**config.mk**
```make
export PLATFORM = sky130hd
export DESIGN_NAME = fmul_pipe
export DESIGN_NICKNAME = d
export VERILOG_FILES = /design/src/rtl/fmul_pipe.sv
export SDC_FILE = /design/constraint.sdc
export NUM_CORES = 2
export LEC_CHECK = 0
export CAP_MARGIN = 20
export CORE_AREA = 2 2 231 233
export DETAILED_ROUTE_END_ITERATION = 12
export DIE_AREA = 0 0 233 235
export MAX_ROUTING_LAYER = met4
export PLACE_DENSITY = 0.73
export SYNTH_ARGS = -nofsm -noshare
export SYNTH_HDL_FRONTEND = slang
export SYNTH_SLANG_ARGS = --single-unit
export TNS_END_PERCENT = 30
```
**constraint.sdc**
```tcl
create_clock -name clk -period 19.93 [get_ports clk]
set_clock_uncertainty 0.15 [all_clocks]
set_input_delay 1.993 -clock clk [delete_from_list [all_inputs] [get_ports clk]]
set_output_delay 1.993 -clock clk [all_outputs]
set_load 0.02 [all_outputs]
```
**src/rtl/fmul_pipe.sv**
```systemverilog
// -----------------------------------------------------------------------------
// fmul_pipe -- three-stage pipelined IEEE-754 single-precision multiplier.
//
//   S1: unpack operands, biased exponent sum (e1+e2-127), sign XOR, zero detect
//   S2: 24x24 significand multiply
//   S3: normalize, round, overflow/underflow clamp, pack into y
//
// Operands with a zero exponent are flushed to zero. Exponent results <= 0
// give signed zero and results >= 255 give signed infinity. NaN/Inf inputs
// give an unspecified y, but their valid bit still flows through normally.
//
// Build option:
//   FMUL_RNE_EN  defined   -> round to nearest, ties to even
//                undefined -> truncate (round toward zero)
//   Latency and handshake are the same in both builds.
//
// Flow control: all stages advance together when the output is free or taken
// (advance = out_ready | ~out_valid). in_ready is that same signal, so a full
// pipe can still accept one request per cycle while the consumer takes one.
//
// Ports:
//   clk        in   1   clock, rising edge
//   rstn       in   1   asynchronous active-low reset
//   x1, x2     in  32   operands {sign, exp[7:0], mant[22:0]}
//   in_valid   in   1   request present on x1/x2
//   in_ready   out  1   request accepted this cycle (when in_valid)
//   y          out 32   product
//   out_valid  out  1   y holds a result
//   out_ready  in   1   consumer takes y this cycle
// -----------------------------------------------------------------------------
module fmul_pipe (
  input  logic        clk,
  input  logic        rstn,
  input  logic [31:0] x1,
  input  logic [31:0] x2,
  input  logic        in_valid,
  output logic        in_ready,
  output logic [31:0] y,
  output logic        out_valid,
  input  logic        out_ready
);

  // The truncating build keeps only product bits [47:23] in S2; the bits
  // below never influence a truncated result.
`ifdef FMUL_RNE_EN
  localparam int PW = 48;
`else
  localparam int PW = 25;
`endif

  // Stage valid bits and output register
  logic        r_v1, r_v2, r_v3;
  logic [31:0] r_y;

  // S1 registers
  logic               r_sign1;
  logic               r_zero1;
  logic signed [9:0]  r_exp1;
  logic [23:0]        r_ma1;
  logic [23:0]        r_mb1;

  // S2 registers
  logic               r_sign2;
  logic               r_zero2;
  logic signed [9:0]  r_exp2;
  logic [PW-1:0]      r_prod2;

  // Combinational
  logic               w_advance;
  logic [7:0]         w_e1, w_e2;
  logic signed [9:0]  w_exp_sum;
  logic [PW-1:0]      w_prod;
  logic               w_carry;
  logic [22:0]        w_frac;
  logic               w_round_up;
  logic [23:0]        w_sig;
  logic signed [9:0]  w_exp_n;
  logic [31:0]        w_y;
`ifdef FMUL_RNE_EN
  logic               w_guard;
  logic               w_sticky;
`endif

  assign w_advance = out_ready | ~r_v3;
  assign in_ready  = w_advance;
  assign out_valid = r_v3;
  assign y         = r_y;

  // ---------------------------------------------------------------- S1 ----
  assign w_e1 = x1[30:23];
  assign w_e2 = x2[30:23];

  // 10-bit signed so that both underflow (<= 0) and overflow (>= 255) are
  // visible after normalization and rounding add their increments.
  assign w_exp_sum = $signed({2'b00, w_e1}) + $signed({2'b00, w_e2}) - 10'sd127;

  // ---------------------------------------------------------------- S2 ----
`ifdef FMUL_RNE_EN
  assign w_prod = 48'(r_ma1) * 48'(r_mb1);
`else
  assign w_prod = 25'((48'(r_ma1) * 48'(r_mb1)) >> 23);
`endif

  // ---------------------------------------------------------------- S3 ----
  // NOTE: every signal written here gets a value on every path through the
  // block; a path that skipped one would infer a latch.
  always_comb begin
    w_carry = r_prod2[PW-1];
`ifdef FMUL_RNE_EN
    w_frac     = w_carry ? r_prod2[46:24] : r_prod2[45:23];
    w_guard    = w_carry ? r_prod2[23]    : r_prod2[22];
    w_sticky   = w_carry ? (|r_prod2[22:0]) : (|r_prod2[21:0]);
    w_round_up = w_guard & (w_sticky | w_frac[0]);
`else
    w_frac     = w_carry ? r_prod2[23:1] : r_prod2[22:0];
    w_round_up = 1'b0;
`endif
    // An all-ones fraction that rounds up carries into bit 23; the fraction
    // field is then zero and the exponent gains one more.
    w_sig   = {1'b0, w_frac} + {23'd0, w_round_up};
    w_exp_n = r_exp2 + $signed({9'd0, w_carry}) + $signed({9'd0, w_sig[23]});

    if (r_zero2 || (w_exp_n <= 10'sd0)) begin
      w_y = {r_sign2, 31'd0};
    end else if (w_exp_n >= 10'sd255) begin
      w_y = {r_sign2, 8'hFF, 23'd0};
    end else begin
      w_y = {r_sign2, w_exp_n[7:0], w_sig[22:0]};
    end
  end

  // ------------------------------------------------------ control + y ----
  // NOTE: sequential state uses non-blocking assignments so each stage sees
  // the previous stage's value from before the edge, not the freshly
  // written one.
  always_ff @(posedge clk or negedge rstn) begin
    if (!rstn) begin
      r_v1 <= 1'b0;
      r_v2 <= 1'b0;
      r_v3 <= 1'b0;
      r_y  <= 32'h0;
    end else if (w_advance) begin
      r_v1 <= in_valid;
      r_v2 <= r_v1;
      r_v3 <= r_v2;
      r_y  <= w_y;
    end
  end

  // ------------------------------------------------------ datapath -------
  // NOTE: datapath registers carry no reset; their contents are only ever
  // observed behind a valid bit, which is reset.
  always_ff @(posedge clk) begin
    if (w_advance) begin
      r_sign1 <= x1[31] ^ x2[31];
      r_zero1 <= (w_e1 == 8'd0) | (w_e2 == 8'd0);
      r_exp1  <= w_exp_sum;
      r_ma1   <= {1'b1, x1[22:0]};
      r_mb1   <= {1'b1, x2[22:0]};

      r_sign2 <= r_sign1;
      r_zero2 <= r_zero1;
      r_exp2  <= r_exp1;
      r_prod2 <= w_prod;
    end
  end

endmodule

```
Word level (Yosys, flattened, before mapping)
Index checks and enable logic that the tools add are counted.
- $add $sub $neg: 3
- multipliers: 1
- magnitude comparators: 2
- mux-type cells: 3
- bitwise logic cells: 4
- reduce and logical (&&, ||, !) cells: 3
- operators with widths (cell ; number):
    $mux 31 ; 2
    $mul 24x24->48 ; 1
    $mux 23 ; 1
    $logic_not 8->1 ; 2
    $add 10x2->10 ; 1
    $ge 10x9->1 const B ; 1
    $le 10x1->1 const B ; 1
    $sub 9x7->10 const B ; 1
    $add 8x8->9 ; 1
    $or 1x1->1 ; 2
    $logic_or 1x1->1 ; 1
    $not 1->1 ; 1
    $xor 1x1->1 ; 1
- bits in registers: 130
- bits of input ports: 68
- output and inout port bits: 34
- logic and storage cells: 29

Longest topological paths before layout
- depth in word-level cells: 4
- gate-level depth with buffers: 27
- gate-level depth less buffers: 24

Worst setup path after synthesis
OpenSTA, ideal clock, no wires.
- path kind: reg2reg
- start: reg r_mb1[9]
- end: reg r_prod2[17], data pin
- setup time: 255 ps
- arrival time: 6514 ps
- required time: 19525 ps
- setup slack: 13011 ps
- stages on the path, launching flop included: 24
- path buffers: 1
- period minus slack after synthesis: 6919 ps
- cell sequence: edfxtp_1 -> clkbuf_1 -> nand2_1 -> fa_1 -> fa_1 -> inv_1 -> fa_1 -> inv_1 -> fa_1 -> inv_1 -> fa_1 -> fa_1 -> inv_1 -> fa_1 -> inv_1 -> ha_1 -> a21o_1 -> a311o_1 -> a221oi_2 -> nand4_2 -> a21oi_4 -> o21ai_2 -> or3b_1 -> and3_1
- cells in the longest elaborated chain, start to end: 1
- RTL lines (what ; line ; RTL):
    from (decl) ; 60 ; logic [23:0] r_mb1;
    from (signal assigned) ; 159 ; r_mb1 <= {1'b1, x2[22:0]};
    $mul 24x24->48 ; 101 ; assign w_prod = 25'((48'(r_ma1) * 48'(r_mb1)) >> 23);
    named net w_prod[17] ; 72 ; logic [PW-1:0] w_prod;
    to (signal assigned) ; 164 ; r_prod2 <= w_prod;
    to (decl) ; 66 ; logic [PW-1:0] r_prod2;
The timed path passes the listed nets, and every way through them passes these cells.
A chain may end at the register's enable or synchronous reset.

Worst setup path in the final report
- start: reg r_mb1[8]
- end: reg r_prod2[9], data pin
The elaborated chain is that of the path after synthesis.

==> metrics.md <==
| Metric | Value |
|---|---|
| Status | complete, no violations |
| RePlAce Congestion | 0.954 |
| Synth area leader | fa_1 |
| Largest net degree at the start of global routing | 74 |
| Resized Gates After CTS | 0 |
| Die area | between 0.05 and 0.06 mm^2 |
| Hold Crit Class | register to register |
| Core box area | about 0.052 mm^2 |
| Crit share post-route | 41.8% |
| Max_cap viols | 0 |
| Main flop type after synthesis | edfxtp_1 |
| WS Path Type | register to register |
| Nets@finish | 3160 |
| Startpoint Class | register |
| Hpwl dp | 47.3 mm |
| Number of distinct library cells after synthesis | 59 |
| Largest cells by area after synthesis | fa_1 (42%), edfxtp_1 (12%), ha_1 (10%) |
| Die Ht | 235 um |
| Global route overflow | 0 |
| Synth-to-Final Area Change | 10.1% |
| Clk pin slew, worst setup/hold paths | about 0.07 ns |
| Layout cell share with drive strength beyond 1 | 3.12% |
| Fill cell total of the finished layout | 4711 |
| Syn avg cell area | 9.76 um^2 |
| First-pass GRT wire length | 98.8 mm |
| Multi-input logic area | 0.0169 mm^2 |
| Slew @ Worst Pin | 1.18 ns |
| Max Clock Freq | 120 MHz |
| Maximum clock insertion buffer count | 2 |
| Crit path required time | 20.02 ns |
| Port bufs | 101 |
| Mapped Area | 0.0232 mm^2 |
| Hold Crit Depth | 0 |
| Worst-Skew Late Latency | ~0.5 ns |
| DRT Pass-1 Iters | 6 |
| Final WL | slightly above 60 mm |
| Final max-slew violation count | 0 |
| Setup TNS Final | 0 ns |
| CTS tree | built |
| Flop2flop setup slack | 11.60 ns |
| Setup repair after global routing missed its margin | false |
| Setup Viol. Count Final | 0 |
| Initial antenna violation count | 1 |
| # DRC | 0 |
| Iter 0 DRT Violations | 1272 |
| Routed WL per cell | 19.8 um |
| Async S/R FF share, synth | 26.9% |
| Share of the synthesized area in the top cell type | 41.5% |
| Register area | ~0.0037 mm^2 |
| CTS sink cnt | 130 |
| Post-Synthesis Cells | 2380 |
| Die X | around 230 um |
| Sequential-to-total area share from yosys stat | between 10% and 20% |
| Post-synth EDFFs | 95 |
| CTS root buffer | clkbuf_16 |
| Number of global-route vias before repair | 18.5k |
| Worst EP arrival | 8.42 ns |
| Reg2Reg Depth | 24 |
| Final ANT Viol Nets | 0 |
| Row count | 84 |
| Worst setup EP type | register |
| Hold buffer count at CTS | 0 |
| Worst slew margin | a little over a fifth |
| Final Hold Viols | 0 |
| Via count | 16.4k |
| # IOs | 102 |
| Htree depth | 4 |
| Postcts setup bufs | 0 |
| Total GRT Usage | between 20% and 30% |
| Synthesized net count | 3116 |
| CP Max Fanout | 16 |
| Yosys reg bits | 130 |
| Tmin final | 8.33 ns |
| Initial core utilization | 44.5% |
| Synth warn | 0 |
| CTS Buf Count | 17 |
| DR vias/cell | 5.25 |
==> cells by family (layout without fill, tap and decap cells) <==
family	Yosys count	in the layout	synth area share [%]
adder cells (fa/ha/maj)	668	668	51.6
flip-flops	130	130	16.1
AO/OA/AOI/OAI	150	150	4.14
buffers and inverters	688	745	11.1
multiplexers	28	28	1.22
XOR/XNOR	42	42	1.58
other	0	1	0
AND/OR/NAND/NOR	674	674	14.3
==> cells in the final DEF, fill, tap and decap left out, drive strengths merged, types with 4 or more instances in the layout <==
| cell type | count |
|---|---|
| a21o | 23 |
| a21oi | 38 |
| a31oi | 4 |
| and2 | 243 |
| and3 | 11 |
| and4 | 4 |
| buf | 27 |
| clkbuf | 17 |
| clkdlybuf4s50 | 100 |
| clkinv | 10 |
| dfrtp | 35 |
| edfxtp | 95 |
| fa | 482 |
| ha | 186 |
| inv | 591 |
| mux2i | 25 |
| nand2 | 307 |
| nand3 | 21 |
| nand4 | 8 |
| nor2 | 47 |
| nor2b | 9 |
| nor3 | 8 |
| nor4 | 5 |
| o21ai | 46 |
| o21bai | 10 |
| xnor2 | 25 |
| xor2 | 17 |
==> worst paths after layout <==
check                                    from                    to
min reg2reg                 r_sign1$_DFFE_PP_     r_sign2$_DFFE_PP_
max reg2reg                r_mb1[8]$_DFFE_PP_  r_prod2[9]$_DFFE_PP_
min in group asynchronous                rstn     y[21]$_DFFE_PN0P_
max                        r_mb1[8]$_DFFE_PP_  r_prod2[9]$_DFFE_PP_
max in group asynchronous                rstn      y[1]$_DFFE_PN0P_
min                         r_sign1$_DFFE_PP_     r_sign2$_DFFE_PP_
==> registers in the layout (all words and copies together), names as in the netlist <==
| register | count |
|---|---|
| r_exp2 | 10 |
| r_sign2 | 1 |
| r_sign1 | 1 |
| r_mb1 | 23 |
| r_exp1 | 10 |
| r_zero1 | 1 |
| out_valid | 1 |
| r_zero2 | 1 |
| r_ma1 | 23 |
| r_prod2 | 25 |
| r_v2 | 1 |
| r_v1 | 1 |
| y | 32 |
==> layout make-up <==
type	count	share of cell area (%)
timing repair buffer	127	4.88
clock buffer	17	1.66
antenna	1	0.00979
inverter	586	8.61
tap	688	3.37
clock inverter	15	0.729
multi-input combinational	1562	66.2
sequential	130	14.6
==> cells in the mapped netlist (25+ instances only) <==
cell type / n
a21oi_1: 37
and2_1: 243
clkbuf_1: 98
dfrtp_1: 35
edfxtp_1: 95
fa_1: 482
ha_1: 186
inv_1: 584
mux2i_1: 25
nand2_1: 307
nor2_1: 47
o21ai_0: 44
xnor2_1: 25
==> metrics by stage <==
stage               util [%]  area [um^2]  std cells  hold WS [ns]  setup slack, ns
CTS                     48.8        25500       3122         0.271            11.70
global route            48.9        25600       3126         0.276            11.12
global placement        47.6        24900       3090         0.254            11.93
finish                  48.9        25600       3126         0.270            11.60
floorplan                  -        23200       2380         0.250            13.01
detailed placement      47.6        24900       3090         0.255            11.77
==> metal layers <==
| layer | up-vias | global-route usage (%) | part of all wire [%] |
|---|---|---|---|
| met5 | - | - | 0 |
| met4 | 0 | 10.8 | 4.1 |
| met3 | 165 | 4.87 | 6.6 |
| met2 | 597 | 41.3 | 51 |
| met1 | 8493 | 28.5 | 38 |
| li1 | 7169 | - | - |
==> critical path, cell delays in order (launching register included) <==
cell and delay, ns:
edfxtp_1 0.76, clkinv_1 0.55, nor2_1 0.28, fa_1 0.46
fa_1 0.52, inv_1 0.05, fa_1 0.47, inv_1 0.05
fa_1 0.49, inv_1 0.05, fa_1 0.53, inv_1 0.06
fa_1 0.47, inv_1 0.05, fa_1 0.52, inv_1 0.06
ha_1 0.35, a21oi_1 0.18, o21bai_1 0.09, a311oi_1 0.46
o22ai_1 0.16, nor4_1 0.76, o21bai_1 0.21, a21oi_1 0.24
xnor2_1 0.08
Power is left out: the tool's default activity adds up to more than one toggle a clock period on the data nets, which glitch-free logic cannot reach.
